`src/rtl/hazard_ctrl_if.sv`:
```
// Hazard-control bundle between the 5-stage pipeline datapath and hazard_ctrl.
// master = pipeline side, slave = hazard controller side.
interface hazard_ctrl_if;
    logic [4:0] RsD, RtD, RsE, RtE;
    logic [4:0] WriteRegE, WriteRegM, WriteRegW;
    logic       RegWriteE, RegWriteM, RegWriteW;
    logic       MemtoRegE, MemtoRegM;
    logic       BranchD, JumpD, PCSrcD, MulDivStartE;
    logic       StallF, StallD, StallE;
    logic       FlushD, FlushE, FlushM;
    logic       ForwardAD, ForwardBD;
    logic [1:0] ForwardAE, ForwardBE;
    logic       MulDivBusy;

    modport master (
        output RsD, RtD, RsE, RtE, WriteRegE, WriteRegM, WriteRegW,
               RegWriteE, RegWriteM, RegWriteW, MemtoRegE, MemtoRegM,
               BranchD, JumpD, PCSrcD, MulDivStartE,
        input  StallF, StallD, StallE, FlushD, FlushE, FlushM,
               ForwardAD, ForwardBD, ForwardAE, ForwardBE, MulDivBusy
    );

    modport slave (
        input  RsD, RtD, RsE, RtE, WriteRegE, WriteRegM, WriteRegW,
               RegWriteE, RegWriteM, RegWriteW, MemtoRegE, MemtoRegM,
               BranchD, JumpD, PCSrcD, MulDivStartE,
        output StallF, StallD, StallE, FlushD, FlushE, FlushM,
               ForwardAD, ForwardBD, ForwardAE, ForwardBE, MulDivBusy
    );
endinterface

```
`src/rtl/hazard_ctrl.sv`:
```
// Pipeline hazard controller: forwarding selects, load-use/branch stalls,
// flush generation and the multi-cycle mul/div stall sequencer.
module hazard_ctrl #(
    parameter int unsigned MD_LATENCY = 4,
    parameter int unsigned CNT_W      = 4
) (
    input  logic         clk,
    input  logic         rst,
    hazard_ctrl_if.slave hz
);
    localparam logic [1:0] S_IDLE = 2'd0;
    localparam logic [1:0] S_BUSY = 2'd1;
    localparam logic [1:0] S_DONE = 2'd2;

    logic [1:0]       r_state;
    logic [CNT_W-1:0] r_cnt;

    logic       w_lwstall, w_brstall, w_mdstall, w_stall;
    logic       w_e_hit_rs, w_e_hit_rt, w_m_hit_rs, w_m_hit_rt;
    logic [1:0] w_fwd_ae, w_fwd_be;
    logic       w_fwd_ad, w_fwd_bd;

    always_ff @(posedge clk or posedge rst) begin
        if (rst) begin
            r_state <= S_IDLE;
            r_cnt   <= '0;
        end else begin
            case (r_state)
                S_IDLE: if (hz.MulDivStartE) begin
                    r_state <= S_BUSY;
                    r_cnt   <= CNT_W'(MD_LATENCY - 2);
                end
                S_BUSY: if (r_cnt == '0) r_state <= S_DONE;
                        else             r_cnt   <= r_cnt - 1'b1;
                // the finishing instruction is still in E, so its start is ignored here
                S_DONE: r_state <= S_IDLE;
                default: r_state <= S_IDLE;
            endcase
        end
    end

    always_comb begin
        w_fwd_ae = 2'b00;
        if (hz.RegWriteM && hz.RsE != '0 && hz.RsE == hz.WriteRegM)      w_fwd_ae = 2'b10;
        else if (hz.RegWriteW && hz.RsE != '0 && hz.RsE == hz.WriteRegW) w_fwd_ae = 2'b01;
        w_fwd_be = 2'b00;
        if (hz.RegWriteM && hz.RtE != '0 && hz.RtE == hz.WriteRegM)      w_fwd_be = 2'b10;
        else if (hz.RegWriteW && hz.RtE != '0 && hz.RtE == hz.WriteRegW) w_fwd_be = 2'b01;
    end

    assign w_fwd_ad = hz.RegWriteM && hz.RsD != '0 && hz.RsD == hz.WriteRegM;
    assign w_fwd_bd = hz.RegWriteM && hz.RtD != '0 && hz.RtD == hz.WriteRegM;

    assign w_lwstall = hz.MemtoRegE && hz.RtE != '0 &&
                       (hz.RsD == hz.RtE || hz.RtD == hz.RtE);

    assign w_e_hit_rs = hz.WriteRegE != '0 && hz.WriteRegE == hz.RsD;
    assign w_e_hit_rt = hz.WriteRegE != '0 && hz.WriteRegE == hz.RtD;
    assign w_m_hit_rs = hz.WriteRegM != '0 && hz.WriteRegM == hz.RsD;
    assign w_m_hit_rt = hz.WriteRegM != '0 && hz.WriteRegM == hz.RtD;
    assign w_brstall  = hz.BranchD &&
                        ((hz.RegWriteE && (w_e_hit_rs || w_e_hit_rt)) ||
                         (hz.MemtoRegM && (w_m_hit_rs || w_m_hit_rt)));

    assign w_mdstall = (r_state == S_IDLE && hz.MulDivStartE) || (r_state == S_BUSY);
    assign w_stall   = w_lwstall || w_brstall || w_mdstall;

    // every output is forced low while reset is held, independent of the clock
    assign hz.StallF     = !rst && w_stall;
    assign hz.StallD     = !rst && w_stall;
    assign hz.StallE     = !rst && w_mdstall;
    assign hz.FlushE     = !rst && (w_lwstall || w_brstall) && !w_mdstall;
    assign hz.FlushM     = !rst && w_mdstall;
    assign hz.FlushD     = !rst && (hz.PCSrcD || hz.JumpD) && !w_stall;
    assign hz.ForwardAD  = !rst && w_fwd_ad;
    assign hz.ForwardBD  = !rst && w_fwd_bd;
    assign hz.ForwardAE  = rst ? 2'b00 : w_fwd_ae;
    assign hz.ForwardBE  = rst ? 2'b00 : w_fwd_be;
    assign hz.MulDivBusy = !rst && (r_state == S_BUSY);
endmodule

```
`src/flat_wrapper.sv`:
```
// flat-port wrapper written by rule: the top's interface ports become plain ports
module hazard_ctrl_flat 
#(
    parameter int unsigned MD_LATENCY = 4,
    parameter int unsigned CNT_W      = 4
)
  (clk, rst, hz_RsD, hz_RtD, hz_RsE, hz_RtE, hz_WriteRegE, hz_WriteRegM, hz_WriteRegW, hz_RegWriteE, hz_RegWriteM, hz_RegWriteW, hz_MemtoRegE, hz_MemtoRegM, hz_BranchD, hz_JumpD, hz_PCSrcD, hz_MulDivStartE, hz_StallF, hz_StallD, hz_StallE, hz_FlushD, hz_FlushE, hz_FlushM, hz_ForwardAD, hz_ForwardBD, hz_ForwardAE, hz_ForwardBE, hz_MulDivBusy);
  hazard_ctrl_if hz_i ();
  input  logic clk;
  input  logic rst;
  input wire logic [$bits(hz_i.RsD)-1:0] hz_RsD;
  input wire logic [$bits(hz_i.RtD)-1:0] hz_RtD;
  input wire logic [$bits(hz_i.RsE)-1:0] hz_RsE;
  input wire logic [$bits(hz_i.RtE)-1:0] hz_RtE;
  input wire logic [$bits(hz_i.WriteRegE)-1:0] hz_WriteRegE;
  input wire logic [$bits(hz_i.WriteRegM)-1:0] hz_WriteRegM;
  input wire logic [$bits(hz_i.WriteRegW)-1:0] hz_WriteRegW;
  input wire logic [$bits(hz_i.RegWriteE)-1:0] hz_RegWriteE;
  input wire logic [$bits(hz_i.RegWriteM)-1:0] hz_RegWriteM;
  input wire logic [$bits(hz_i.RegWriteW)-1:0] hz_RegWriteW;
  input wire logic [$bits(hz_i.MemtoRegE)-1:0] hz_MemtoRegE;
  input wire logic [$bits(hz_i.MemtoRegM)-1:0] hz_MemtoRegM;
  input wire logic [$bits(hz_i.BranchD)-1:0] hz_BranchD;
  input wire logic [$bits(hz_i.JumpD)-1:0] hz_JumpD;
  input wire logic [$bits(hz_i.PCSrcD)-1:0] hz_PCSrcD;
  input wire logic [$bits(hz_i.MulDivStartE)-1:0] hz_MulDivStartE;
  output wire logic [$bits(hz_i.StallF)-1:0] hz_StallF;
  output wire logic [$bits(hz_i.StallD)-1:0] hz_StallD;
  output wire logic [$bits(hz_i.StallE)-1:0] hz_StallE;
  output wire logic [$bits(hz_i.FlushD)-1:0] hz_FlushD;
  output wire logic [$bits(hz_i.FlushE)-1:0] hz_FlushE;
  output wire logic [$bits(hz_i.FlushM)-1:0] hz_FlushM;
  output wire logic [$bits(hz_i.ForwardAD)-1:0] hz_ForwardAD;
  output wire logic [$bits(hz_i.ForwardBD)-1:0] hz_ForwardBD;
  output wire logic [$bits(hz_i.ForwardAE)-1:0] hz_ForwardAE;
  output wire logic [$bits(hz_i.ForwardBE)-1:0] hz_ForwardBE;
  output wire logic [$bits(hz_i.MulDivBusy)-1:0] hz_MulDivBusy;
  assign hz_i.RsD = hz_RsD;
  assign hz_i.RtD = hz_RtD;
  assign hz_i.RsE = hz_RsE;
  assign hz_i.RtE = hz_RtE;
  assign hz_i.WriteRegE = hz_WriteRegE;
  assign hz_i.WriteRegM = hz_WriteRegM;
  assign hz_i.WriteRegW = hz_WriteRegW;
  assign hz_i.RegWriteE = hz_RegWriteE;
  assign hz_i.RegWriteM = hz_RegWriteM;
  assign hz_i.RegWriteW = hz_RegWriteW;
  assign hz_i.MemtoRegE = hz_MemtoRegE;
  assign hz_i.MemtoRegM = hz_MemtoRegM;
  assign hz_i.BranchD = hz_BranchD;
  assign hz_i.JumpD = hz_JumpD;
  assign hz_i.PCSrcD = hz_PCSrcD;
  assign hz_i.MulDivStartE = hz_MulDivStartE;
  assign hz_StallF = hz_i.StallF;
  assign hz_StallD = hz_i.StallD;
  assign hz_StallE = hz_i.StallE;
  assign hz_FlushD = hz_i.FlushD;
  assign hz_FlushE = hz_i.FlushE;
  assign hz_FlushM = hz_i.FlushM;
  assign hz_ForwardAD = hz_i.ForwardAD;
  assign hz_ForwardBD = hz_i.ForwardBD;
  assign hz_ForwardAE = hz_i.ForwardAE;
  assign hz_ForwardBE = hz_i.ForwardBE;
  assign hz_MulDivBusy = hz_i.MulDivBusy;
  hazard_ctrl #(.MD_LATENCY(MD_LATENCY), .CNT_W(CNT_W)) u_core (.clk(clk), .rst(rst), .hz(hz_i));
endmodule
```
`config.mk`:
```
export PLATFORM = sky130hd
export DESIGN_NAME = hazard_ctrl_flat
export DESIGN_NICKNAME = d
export VERILOG_FILES = /design/src/rtl/hazard_ctrl_if.sv /design/src/rtl/hazard_ctrl.sv /design/src/flat_wrapper.sv
export SDC_FILE = /design/constraint.sdc
export NUM_CORES = 1
export LEC_CHECK = 0
export ABC_CLOCK_PERIOD_IN_PS = 4360
export CELL_PAD_IN_SITES_DETAIL_PLACEMENT = 0
export CELL_PAD_IN_SITES_GLOBAL_PLACEMENT = 1
export CORE_MARGIN = 3
export CORE_UTILIZATION = 30
export CTS_CLUSTER_SIZE = 28
export DETAILED_ROUTE_END_ITERATION = 12
export PLACE_DENSITY = 0.95
export SYNTH_ARGS = -nofsm -noshare
export SYNTH_HDL_FRONTEND = slang
export SYNTH_SLANG_ARGS = --single-unit
```
`constraint.sdc`:
```
create_clock -name clk -period 4.36 [get_ports clk]
set_input_delay 0.872 -clock clk [delete_from_list [all_inputs] [get_ports clk]]
set_output_delay 0.872 -clock clk [all_outputs]
set_load 0.05 [all_outputs]
```
After elaboration in Yosys (flattened, before gate mapping):

Index checks and enable logic that the tools add are counted.

* bits in registers: 6
* input port bits: 46
* output and inout port bits: 13
* word-level logic and storage cells: 84

* $add $sub $neg: 1
* equal/unequal tests: 16
* muxes and demuxes: 12
* reductions and logical operators: 53

Operators by type and width (number)
* 5-bit equality test: 12
* 1-bit logical AND: 31
* 5-bit nonzero test: 6
* 2-bit 2-to-1 mux: 6
* 1-bit logical OR: 8
* 4-bit 2-to-1 mux: 2
* 4-bit one-hot mux with 2 select lines: 1
* 4-bit logical NOT: 1
* 2-bit inequality test (second input constant): 2
* 2-bit one-hot mux with 2 select lines: 1
* 4-bit by 1-bit subtractor with 4-bit output (second input constant): 1
* 1-bit logical NOT: 3
* 3-bit AND reduction: 1
* 2-bit by 1-bit equality test with 1-bit output (second input constant): 1
* 2-bit logical NOT: 1
* 1-bit 2-to-1 mux: 2
* 2-bit by 1-bit inequality test with 1-bit output (second input constant): 1
* 2-bit AND reduction: 1
* 2-bit nonzero test: 1

Logic depth before layout (Yosys ltp):

* depth in word-level cells: 10
* gate-level depth with buffers: 7
* mapped depth without buffers: 7

Worst setup path after synthesis:

No wires, ideal clock.

* kind: in2out
* from: input hz_RsE[0]
* to: output hz_ForwardAE[0]
* arrival time: 3.109 ns
* data required time: 3.488 ns
* slack: 0.379 ns
* stages on the path: 4
* path buffers: 0
* path through: or4_1 > nor2_1 > nor4_1 > nor4_1

* longest elaborated chain between the ends: 6
* elaborated cells between the ends (all ways): 10
* classes of those cells: eq/ne (2); mux (3); reduce/logical (5)

RTL lines
* start, declared: line flat_wrapper.sv:13 `input wire logic [$bits(hz_i.RsE)-1:0] hz_RsE;`
* 5-bit nonzero test: line hazard_ctrl.sv:44, hazard_ctrl.sv:45
* 1-bit logical AND (2 in series): line hazard_ctrl.sv:45 `else if (hz.RegWriteW && hz.RsE != '0 && hz.RsE == hz.WriteRegW) w_fwd_ae = 2'b01;`
* 1-bit 2-to-1 mux: line hazard_ctrl.sv:45
* 2-bit 2-to-1 mux (*): line hazard_ctrl.sv:44 `if (hz.RegWriteM && hz.RsE != '0 && hz.RsE == hz.WriteRegM) w_fwd_ae = 2'b10;`
* 2-bit 2-to-1 mux (*): line hazard_ctrl.sv:77 `assign hz.ForwardAE = rst ? 2'b00 : w_fwd_ae;`
* end, declared: line flat_wrapper.sv:35 `output wire logic [$bits(hz_i.ForwardAE)-1:0] hz_ForwardAE;`

Mark *: on every way between the ends. The rest lies on a longest branch, timed or not.

Worst setup path after layout:

* from: input hz_RtE[2]
* to: output hz_ForwardBE[1]

* longest elaborated chain between the ends: 5
* elaborated cells between the ends (all ways): 6
* classes of those cells: eq/ne (1); mux (2); reduce/logical (3)

RTL lines
* start, declared: line flat_wrapper.sv:14 `input wire logic [$bits(hz_i.RtE)-1:0] hz_RtE;`
* 5-bit nonzero test: line hazard_ctrl.sv:47 `if (hz.RegWriteM && hz.RtE != '0 && hz.RtE == hz.WriteRegM) w_fwd_be = 2'b10;`
* 1-bit logical AND: line hazard_ctrl.sv:47
* 1-bit logical AND (*): line hazard_ctrl.sv:47
* 2-bit 2-to-1 mux (*): line hazard_ctrl.sv:47
* 2-bit 2-to-1 mux (*): line hazard_ctrl.sv:78 `assign hz.ForwardBE = rst ? 2'b00 : w_fwd_be;`
* end, declared: line flat_wrapper.sv:36 `output wire logic [$bits(hz_i.ForwardBE)-1:0] hz_ForwardBE;`

Marked as above.

==> flow_metrics.py <==
metrics = {
    "global_routing": {
        "antenna_found_initial": 0,
        "grt_util_all_layers_pct": 15.18,
        "grt_max_degree": 11,
        "grt_pass1_vias": 1155,
        "grt_pass1_wl_mm": 5.451,
        "overflow": 0,
    },
    "setup_path": {
        "critical_path_class": "in -> out",
        "cp_max_fo": 5,
        "cp-start-kind": "input pin",
        "end_kind": "primary output",
        "cp.arrival_ps": 3110,
        "required_ps": 3490,
    },
    "placed_design": {
        "portBuffers": 58,
        "gp_congestion": 0.8337,
        "dp.cells": 239,
        "pre_cts_ws_ps": 371.1,
        "placed_cell_area_um2": 1740,
        "dp_hpwl_mm": 2.901,
    },
    "timing": {
        "finalCritPeriodShare_pct": 91.34,
        "timing.fmax_mhz": 251.1,
        "worst_slew_pin_slew_ps": 512.8,
        "min_period_ps": 3982,
        "setup-tns-final_ps": 0,
        "rsz0062_at_grt": "no",
        "hold_viol_final": 0,
        "maxSlewViolCount": 0,
        "maxSlewHeadroom_pct": 65.71,
        "setup_viol": 0,
        "fin_ws_ps": 377.8,
        "final.setup_skew_ps": 3.785,
        "hold_ws_ps": 510.2,
    },
    "clock_network": {
        "ctsHtreeMaxLevel": 1,
        "clock_latency_ps": 230,
        "post_cts_buffers": 0,
        "ctsResizeCount": 0,
        "clockRootBuffer": "clkbuf_8",
        "cts_sinks": 6,
        "cts_hold_buf": 0,
        "ctsLongestPathBuffers": 2,
        "cts-buffers-inserted": 3,
        "clk_pin_slew_worst_paths_ps": 40,
        "cts_tree": "yes",
    },
    "run_status": {
        "outcome": "complete, no violations",
    },
    "detailed_routing": {
        "drtIter0Drc": 28,
        "wl_per_cell_um": 14.12,
        "vias": 1196,
        "drt_wl_total_mm": 3.417,
        "first_pass_iters": 4,
        "ant_nets": 0,
        "viasPerCell": 4.942,
        "drc": 0,
    },
    "yosys": {
        "syn_area_per_cell_um2": 8.029,
        "synthTopCellsByArea": "xnor2_1 27%, dfrtp_1 13%, xor2_1 11%",
        "synth_top_cell_area_share_pct": 27.27,
        "synth_top_flop_cell": "dfrtp_1",
        "syn_nets": 192,
        "syn-cell-area_um2": 1156,
        "yosysWarningCount": 0,
        "yosysUniqueCellTypes": 39,
        "synth-edff-count": 0,
        "ys_seq_area_share_pct": 12.99,
        "async_flop_share_pct": 100.0,
        "syn_inst": 144,
        "yosys_register_bits": 6,
        "synth_top_cell_by_area": "xnor2_1",
    },
    "final_layout": {
        "diodes": 0,
        "final_cell_mix": "52 x clkdlybuf4s50_1, 36 x xnor2_1, 14 x xor2_1",
        "drive_above_1_share_pct": 10.71,
        "syn2layout_area_growth_pct": 54.11,
        "final_cells": 242,
        "layout.nets": 246,
        "num-fill-cells": 352,
        "ff_latch_area_um2": 150.1,
        "final_common_cell": "clkdlybuf4s50_1",
        "multi_input_area_um2": 917.1,
        "final_area_um2": 1782,
    },
    "floorplanning": {
        "die-area_um2": 4635,
        "start_util_pct": 32.84,
        "die_x_um": 68.08,
        "die_y_um": 68.08,
        "io_pins": 59,
        "rows": 21,
        "core_area_um2": 3521,
    },
    "power_and_ir_drop": {
        "vdd_ir_drop_max_mv": 0.3046,
        "power.leakage_nw": 0.6389,
        "p_per_area_nw_per_um2": 306.3,
    },
    "hold_path": {
        "hold_path_class": "reg -> reg",
    },
    "flow_run": {
        "max_cap_violations": 0,
    },
}
layout make-up:
| class | instances | share of cell area (%) |
|---|---|---|
| Multi-Input combinational cell | 122 | 51.47 |
| Tap cell | 46 | 3.230 |
| Timing Repair Buffer | 61 | 33.71 |
| Inverter | 4 | 0.8427 |
| Sequential cell | 6 | 8.427 |
| Clock buffer | 3 | 2.317 |
routing by layer:
metal	GRT usage [%]	share of wire, %	vias up
met5	0	0	-
met4	1.489	0.29	0
met1	20.20	44	541
met2	25.63	47	45
met3	3.612	9.1	3
li1	-	-	607
sequential cells by signal, indices dropped and copies added (netlist names):
name	flops
u_core.r_state	2
u_core.r_cnt	4
kinds of logic after synthesis:
group / after synthesis / share of synthesized area (%)
simple gates: 52 / 26.52
fa+ha+maj: 2 / 2.164
mux: 1 / 0.9740
buf+inv: 16 / 7.683
flops: 6 / 12.99
compound gates: 17 / 11.80
xor+xnor: 50 / 37.88
report_power, final:
group	total, mW	internal (mW)	switching, mW
Combinational	0.354	0.163	0.191
Sequential	0.105	0.0814	0.0239
Clock	0.0858	0.0595	0.0263
stage by stage:
step | utilization [%] | total power [mW]
floorplan | - | 0.3452
global placement | 49.43 | 0.4558
detailed placement | 49.43 | 0.4584
CTS | 50.60 | 0.5463
global route | 50.60 | 0.5873
finish | 50.60 | 0.5457
cell usage after synthesis (all sizes together) (2+ instances only):
cell type and count:
xor2 14, xnor2 36, o211ai 2, nor4 5, a21o 2, and2 2, dfrtp 6, nand2 8
inv 4, nor3 6, clkbuf 3, nand3 8, or4 6, ha 2, o21ai 2, a22o 3
nand4 4, nor2 9, buf 9
path summary, 6_finish.rpt:
kind	start	endpoint	slack (ps)	cells after the start
worst min-delay path	u_core.r_cnt[0]	u_core.r_cnt[0]	510	1
worst max-delay path	hz_RtE[2]	hz_ForwardBE[1]	380	6
worst min register to register	u_core.r_cnt[0]	u_core.r_cnt[0]	510	1
min in group asynchronous	rst	u_core.r_cnt[2]	1130	3
max in group asynchronous	rst	u_core.r_cnt[0]	3090	3
worst max register to register	u_core.r_cnt[0]	u_core.r_cnt[0]	2670	6
worst max-delay path, cell delays in order:
cell and delay [ps]:
clkdlybuf4s50_1 560, or4_4 610, nor2_4 120, nor4_2 60
and2_2 190, clkdlybuf4s50_1 700
No activity file was read; power rests on OpenSTA's default activity.
